File: src/rtl/audio_dac_i2s_tx_if.sv
// ============================================================================
//  Module   : audio_dac_i2s_tx_if
//  Brief    : Mixer-side sample bus and DAC-side I2S pins of audio_dac_i2s_tx.
//  Revision : 1.0  initial release
// ============================================================================
`default_nettype none

interface audio_dac_i2s_tx_if;
    logic signed [15:0] audio_l;
    logic signed [15:0] audio_r;
    logic               mute;
    logic               sample_strobe;
    logic               i2s_bck;
    logic               i2s_ws;
    logic               i2s_data;

    // master = sample source (mixer / bench), slave = the transmitter
    modport master (
        output audio_l, audio_r, mute,
        input  sample_strobe, i2s_bck, i2s_ws, i2s_data
    );

    modport slave (
        input  audio_l, audio_r, mute,
        output sample_strobe, i2s_bck, i2s_ws, i2s_data
    );
endinterface

`default_nettype wire

File: src/rtl/audio_dac_i2s_tx.sv
// ============================================================================
//  Module   : audio_dac_i2s_tx
//  Brief    : Serialises a signed 16-bit stereo sample pair onto a 3-wire I2S
//             link; BCK and WS are derived from clk (Fs = f_clk/(64*HALF_DIV)).
//             Define I2S_TX_LEFT_JUSTIFIED_EN for left-justified framing.
//  Revision : 1.0  initial release
// ============================================================================
`default_nettype none

module audio_dac_i2s_tx #(
    parameter int HALF_DIV = 8
) (
    input  wire logic          clk,
    input  wire logic          reset_n,
    audio_dac_i2s_tx_if.slave  bus
);

    localparam logic [7:0] DIV_LAST = 8'(HALF_DIV - 1);

    logic [7:0]  div_cnt;
    logic [4:0]  bit_cnt;
    logic [31:0] shift_reg;
    logic        bck;
    logic        ws;
    logic        data;
    logic        strobe;

    logic        div_tc;
    logic        fall_event;
    logic        frame_start;
    logic [4:0]  bit_cnt_next;
    logic [31:0] frame_word;

    always_comb begin
        div_tc       = (div_cnt == DIV_LAST);
        fall_event   = div_tc && bck;
        frame_start  = fall_event && (bit_cnt == 5'd31);
        bit_cnt_next = bit_cnt + 5'd1;
        frame_word   = bus.mute ? 32'h0 : {bus.audio_l, bus.audio_r};
    end

    // Prescaler and bit clock
    always_ff @(posedge clk or negedge reset_n) begin
        if (!reset_n) begin
            div_cnt <= 8'd0;
            bck     <= 1'b0;
        end else begin
            div_cnt <= div_tc ? 8'd0 : div_cnt + 8'd1;
            if (div_tc) begin
                bck <= ~bck;
            end
        end
    end

    // Slot counter, word select and the latch strobe
    always_ff @(posedge clk or negedge reset_n) begin
        if (!reset_n) begin
            bit_cnt <= 5'd31;
            ws      <= 1'b0;
            strobe  <= 1'b0;
        end else begin
            strobe <= frame_start;
            if (fall_event) begin
                bit_cnt <= bit_cnt_next;
                ws      <= bit_cnt_next[4];
            end
        end
    end

    // Serialiser. In I2S mode the word is shifted out one slot late; after 31
    // shifts the right LSB sits in bit 31, so it doubles as the held bit that
    // is driven at the next frame's slot 0.
    always_ff @(posedge clk or negedge reset_n) begin
        if (!reset_n) begin
            shift_reg <= 32'h0;
            data      <= 1'b0;
        end else if (fall_event) begin
            if (frame_start) begin
`ifdef I2S_TX_LEFT_JUSTIFIED_EN
                data      <= frame_word[31];
                shift_reg <= {frame_word[30:0], 1'b0};
`else
                data      <= shift_reg[31];
                shift_reg <= frame_word;
`endif
            end else begin
                data      <= shift_reg[31];
                shift_reg <= {shift_reg[30:0], 1'b0};
            end
        end
    end

    assign bus.sample_strobe = strobe;
    assign bus.i2s_bck       = bck;
    assign bus.i2s_ws        = ws;
    assign bus.i2s_data      = data;

endmodule

`default_nettype wire

File: src/flat_wrapper.sv
// flat-port wrapper written by rule: the top's interface ports become plain ports
module audio_dac_i2s_tx_flat 
#(
    parameter int HALF_DIV = 8
)
  (clk, reset_n, bus_audio_l, bus_audio_r, bus_mute, bus_sample_strobe, bus_i2s_bck, bus_i2s_ws, bus_i2s_data);
  audio_dac_i2s_tx_if bus_i ();
  input  wire logic clk;
  input  wire logic reset_n;
  input wire logic [$bits(bus_i.audio_l)-1:0] bus_audio_l;
  input wire logic [$bits(bus_i.audio_r)-1:0] bus_audio_r;
  input wire logic [$bits(bus_i.mute)-1:0] bus_mute;
  output wire logic [$bits(bus_i.sample_strobe)-1:0] bus_sample_strobe;
  output wire logic [$bits(bus_i.i2s_bck)-1:0] bus_i2s_bck;
  output wire logic [$bits(bus_i.i2s_ws)-1:0] bus_i2s_ws;
  output wire logic [$bits(bus_i.i2s_data)-1:0] bus_i2s_data;
  assign bus_i.audio_l = bus_audio_l;
  assign bus_i.audio_r = bus_audio_r;
  assign bus_i.mute = bus_mute;
  assign bus_sample_strobe = bus_i.sample_strobe;
  assign bus_i2s_bck = bus_i.i2s_bck;
  assign bus_i2s_ws = bus_i.i2s_ws;
  assign bus_i2s_data = bus_i.i2s_data;
  audio_dac_i2s_tx #(.HALF_DIV(HALF_DIV)) u_core (.clk(clk), .reset_n(reset_n), .bus(bus_i));
endmodule
File: config.mk
export PLATFORM = sky130hd
export DESIGN_NAME = audio_dac_i2s_tx_flat
export DESIGN_NICKNAME = d
export VERILOG_FILES = /design/src/rtl/audio_dac_i2s_tx_if.sv /design/src/rtl/audio_dac_i2s_tx.sv /design/src/flat_wrapper.sv
export SDC_FILE = /design/constraint.sdc
export NUM_CORES = 1
export LEC_CHECK = 0
export BUFFER_PORTS_ARGS = -buffer_cell sky130_fd_sc_hd__buf_2
export CORE_MARGIN = 4
export CORE_UTILIZATION = 56
export CTS_CLUSTER_SIZE = 14
export DETAILED_ROUTE_END_ITERATION = 12
export PLACE_DENSITY = 0.79
export SYNTH_ARGS = -nofsm -noshare
export SYNTH_HDL_FRONTEND = slang
export SYNTH_SLANG_ARGS = --single-unit
File: constraint.sdc
create_clock -name clk -period 2.44 [get_ports clk]
set_input_delay 0.122 -clock clk [delete_from_list [all_inputs] [get_ports clk]]
set_output_delay 0.122 -clock clk [all_outputs]
set_load 0.01 [all_outputs]
# == Word level (Yosys, flattened, before mapping) ==
# Cells that the tools add are included.
# word_totals
regBits,49
input_bits,35
output_inout_bits,4
# op_classes
addsub,2
eq_ne,2
n_mux,3
bitwise,1
n_reduce_logical,2
# op_table
op,count
32-bit 2-to-1 mux,2
8-bit by 1-bit adder with 8-bit output (second input constant),1
8-bit by 3-bit equality test with 1-bit output (second input constant),1
8-bit 2-to-1 mux,1
5-bit by 1-bit adder with 5-bit output (second input constant),1
5-bit equality test (second input constant),1
1-bit logical AND,2
1-bit inverter,1

# == Logic depth before layout (Yosys ltp) ==
# logic_depth
depth_word,4
mapped_depth,7

# == Least setup slack after synthesis ==
# OpenSTA, ideal clock, no wires.
# synth_path
kind,register to register
from,register u_core.bit_cnt[0]
to,register u_core.shift_reg[11]
t_arrival_ns,1.758
slack_ns,0.557
stages_incl_launch_ff,7
cell_sequence,dfstp_2 > ha_1 > and3_1 > ha_1 > clkbuf_1 > o21ai_0 > mux2_4
# synth_via
elab_chain_len,3
# synth_rtl
element,line,source
from (decl),audio_dac_i2s_tx.sv:21,logic [4:0] bit_cnt;
from (signal assigned),audio_dac_i2s_tx.sv:64,bit_cnt <= bit_cnt_next;
5-bit equality test,audio_dac_i2s_tx.sv:37,frame_start = fall_event && (bit_cnt == 5'd31);
1-bit logical AND,audio_dac_i2s_tx.sv:37,
32-bit 2-to-1 mux,audio_dac_i2s_tx.sv:78,if (frame_start) begin
to (signal assigned),audio_dac_i2s_tx.sv:84,shift_reg <= frame_word;
to (signal assigned),audio_dac_i2s_tx.sv:88,"shift_reg <= {shift_reg[30:0], 1'b0};"
to (decl),audio_dac_i2s_tx.sv:22,logic [31:0] shift_reg;
# Every way passes these cells.
# A chain may end at the register's enable or synchronous reset.

# == Worst setup path after layout ==
# layout_path
from,register u_core.bit_cnt[0]
to,register u_core.shift_reg[21]
# The elaborated chain is that of the path after synthesis.

==> results.py <==
metrics = {
    "place": {
        "placed_cells": 291,
        "gp_congestion": 0.756,
        "hpwl_um": 2870,
        "pre_cts_ws_ps": 503,
        "port_buffers": 38,
    },
    "synthesis": {
        "synth_most_common_cell": "dfrtp_1",
        "netlist_area_sq_um": 2500,
        "synthTopCellsByArea": "dfrtp_1 44%, mux2i_1 12%, mux2_4 7.8%, dfstp_2 5.2%, nand3b_1 5.1%",
        "synthTopCellsByCount": "44 x dfrtp_1, 31 x mux2i_1, 17 x nand3b_1, 16 x inv_1, 16 x o21ai_0",
        "yosys.area.top_type": "dfrtp_1",
        "yosysSeqAreaShare_pct": 49.2,
        "synthDistinctLibCells": 25,
        "yosysWarnings": 0,
        "synth_top_area_share_pct": 44.0,
        "synth-main-ff-cell": "dfrtp_1",
        "synth_cells": 208,
        "synthesis.nets": 246,
        "avgSynthCellArea_sq_um": 12.0,
        "async_reset_ff_share_pct": 100,
        "synth_edf_count": 0,
        "ys_seq_elements": 49,
    },
    "timing": {
        "setup_viol": 0,
        "worst_slew_pin_slew_ps": 562,
        "setup_slack_ps": 496,
        "period_needed_ps": 1940,
        "maxSlewHeadroom_pct": 62.0,
        "clock_skew_ps": 6.63,
        "rsz0062_at_grt": "false",
        "drv_slew": 0,
        "hold_viol": 0,
        "hold_slack_ps": 83.1,
        "finalCritPeriodShare_pct": 79.7,
        "final.setup.tns_ps": 0,
        "max_freq_ghz": 0.514,
    },
    "grt": {
        "grt_max_degree": 39,
        "grtUsageMet1_pct": 23.1,
        "track_usage_pct": 16.6,
        "met2_usage_pct": 25.7,
        "met3_usage_pct": 4.67,
        "grt_pass1_vias": 1588,
        "overflow": 0,
        "antenna_found_initial": 0,
        "grt.busiest_layer": "met2",
        "grt_pass1_wl_um": 7200,
    },
    "clock_tree": {
        "cts.clk_slew.worst_paths_ps": 90,
        "clock-sinks": 49,
        "cts_max_level": 2,
        "insertion_delay_ps": 300,
        "cts-root-buf": "clkbuf_8",
        "clk_path_buf_depth": 2,
        "cts_buffers": 5,
        "cts_tree": "built",
    },
    "worst_hold_path": {
        "worstHoldEndpoint": "u_core.shift_reg[0]",
        "worstHoldStart": "bus_audio_r[0]",
        "hold_class": "input pin to flop",
        "hold_depth": 3,
    },
    "setup_path": {
        "reg2reg_depth": 6,
        "end_kind": "flop",
        "ff2ff_setup_slack_ps": 500,
        "r2r_end": "u_core.shift_reg[21]",
        "critical-path-top-delay-family": "flip-flops",
        "crit_chain": "ha_1, and3_1, ha_2, buf_12, o21ai_0, mux2_2",
        "cp_max_fo": 38,
        "crit_path_start_kind": "flop",
        "crit_buf_inv": 1,
        "cp_data_arrival_time_ps": 2130,
        "cp_slowest_cell": "dfstp_2",
        "crit_type": "flop to flop",
        "timing.rr.start": "u_core.bit_cnt[0]",
        "crit_required_ps": 2630,
        "critPathMaxStageDelay_ps": 560,
    },
    "floorplanning": {
        "die_x_um": 74.9,
        "initial_utilization_pct": 57.5,
        "dieArea_sq_um": 5600,
        "io_pins": 39,
        "rows": 24,
        "dieHeight_um": 74.9,
        "coreArea_sq_um": 4350,
    },
    "layout": {
        "drive_gt1_share_pct": 32.3,
        "syn_to_final_growth_pct": 13.7,
        "largest_reg_flops": 32,
        "seqCellArea_sq_um": 1230,
        "diodes": 0,
        "nets": 285,
        "multi_input_area_sq_um": 1140,
        "instances_no_fill": 300,
        "nFillCells": 333,
    },
    "status": {
        "run_status": "finished, final reports clean",
    },
    "flow_run": {
        "drv_cap": 0,
    },
    "detailed_routing": {
        "drtPass1Iterations": 4,
        "vias": 1568,
        "post_drt_wl_per_cell_um": 14.0,
        "drc_errors": 0,
        "routed_wl_um": 4210,
        "detail_route.iter0.violations": 81,
        "via_per_inst": 5.23,
        "ant_nets": 0,
    },
    "pwr": {
        "ir_worst_vdd_mv": 0.322,
        "leakage_nw": 1.46,
        "p_per_area_nw_per_um2": 471,
    },
}
## worst max path at each step
stage                                      end         startpoint  cells past startpoint
after floorplan           u_core.shift_reg[11]  u_core.bit_cnt[0]                      6
after global placement    u_core.shift_reg[23]  u_core.bit_cnt[0]                      6
after detailed placement  u_core.shift_reg[19]  u_core.bit_cnt[0]                      6
after CTS                 u_core.shift_reg[19]  u_core.bit_cnt[0]                      6
after global routing      u_core.shift_reg[19]  u_core.bit_cnt[0]                      6
final                     u_core.shift_reg[21]  u_core.bit_cnt[0]                      6
## tightest hold or removal path, cell delays in order
cell and delay, ps:
buf_2 100, nand3b_1 60, mux2i_1 60
## area by class of cell
class / instances / area share (%)
multi-input combinational: 131 / 40.0
sequential: 49 / 43.3
clock buffer: 5 / 2.42
tap: 52 / 2.29
timing repair buffer: 44 / 9.23
clock inverter: 3 / 0.615
inverter: 16 / 2.11
## timing repair
item	in CTS	in global routing
buffers inserted	0	0
hold buffers	1	0
endpoints found under the hold margin	22	0
resized for setup	0	0
## per-stage QoR
| step | instance area, sq um | utilization [%] | power, mW |
|---|---|---|---|
| 4_1_cts | 2850 | 65.4 | 1.36 |
| 3_3_place_gp | 2750 | 63.2 | 0.894 |
| 5_1_grt | 2850 | 65.4 | 1.40 |
| 6_report | 2850 | 65.4 | 1.34 |
| 3_5_place_dp | 2750 | 63.2 | 0.894 |
| 2_1_floorplan | 2500 | - | 0.846 |
## cells in the final DEF (no fill, tap or decap), types with 2 or more instances in the layout
cell type,Yosys,layout
dfrtp_1,44,44
buf_2,2,38
mux2i_1,31,31
nand3b_1,17,17
inv_1,16,16
o21ai_0,16,16
nor2b_1,15,15
mux2_4,13,13
xnor2_1,9,9
mux2_2,7,7
nand3_1,6,6
and3_1,5,5
clkbuf_8,0,5
dfstp_2,5,5
buf_4,1,3
a21oi_1,2,2
ha_1,3,2
clkinv_2,0,2
buf_12,0,2
## cells by family (layout without fill, tap and decap cells)
group | Yosys count | count (layout) | share of synthesized area, %
adders and majority gates | 3 | 3 | 1.50
xor gates and xnor gates | 10 | 10 | 3.50
AOI/OAI and AO/OA | 18 | 18 | 3.60
DFF | 49 | 49 | 49.2
muxes | 51 | 51 | 23.3
buffers and inverters | 28 | 68 | 5.35
and+or+nand+nor | 49 | 49 | 13.5
## report_power, final
group / total (mW) / internal, mW / switching, mW
clock: 0.463 / 0.198 / 0.265
sequential: 0.812 / 0.812 / 0
combinational: 0.0653 / 0.0327 / 0.0326
total: 1.34 / 1.04 / 0.298
## routing by layer
metal / wire [um] / vias to the layer above
met5: 0 / -
met2: 1880 / 27
met1: 2080 / 750
met4: 34 / 0
met3: 214 / 4
li1: - / 787
(Power assumes the default switching activity.)
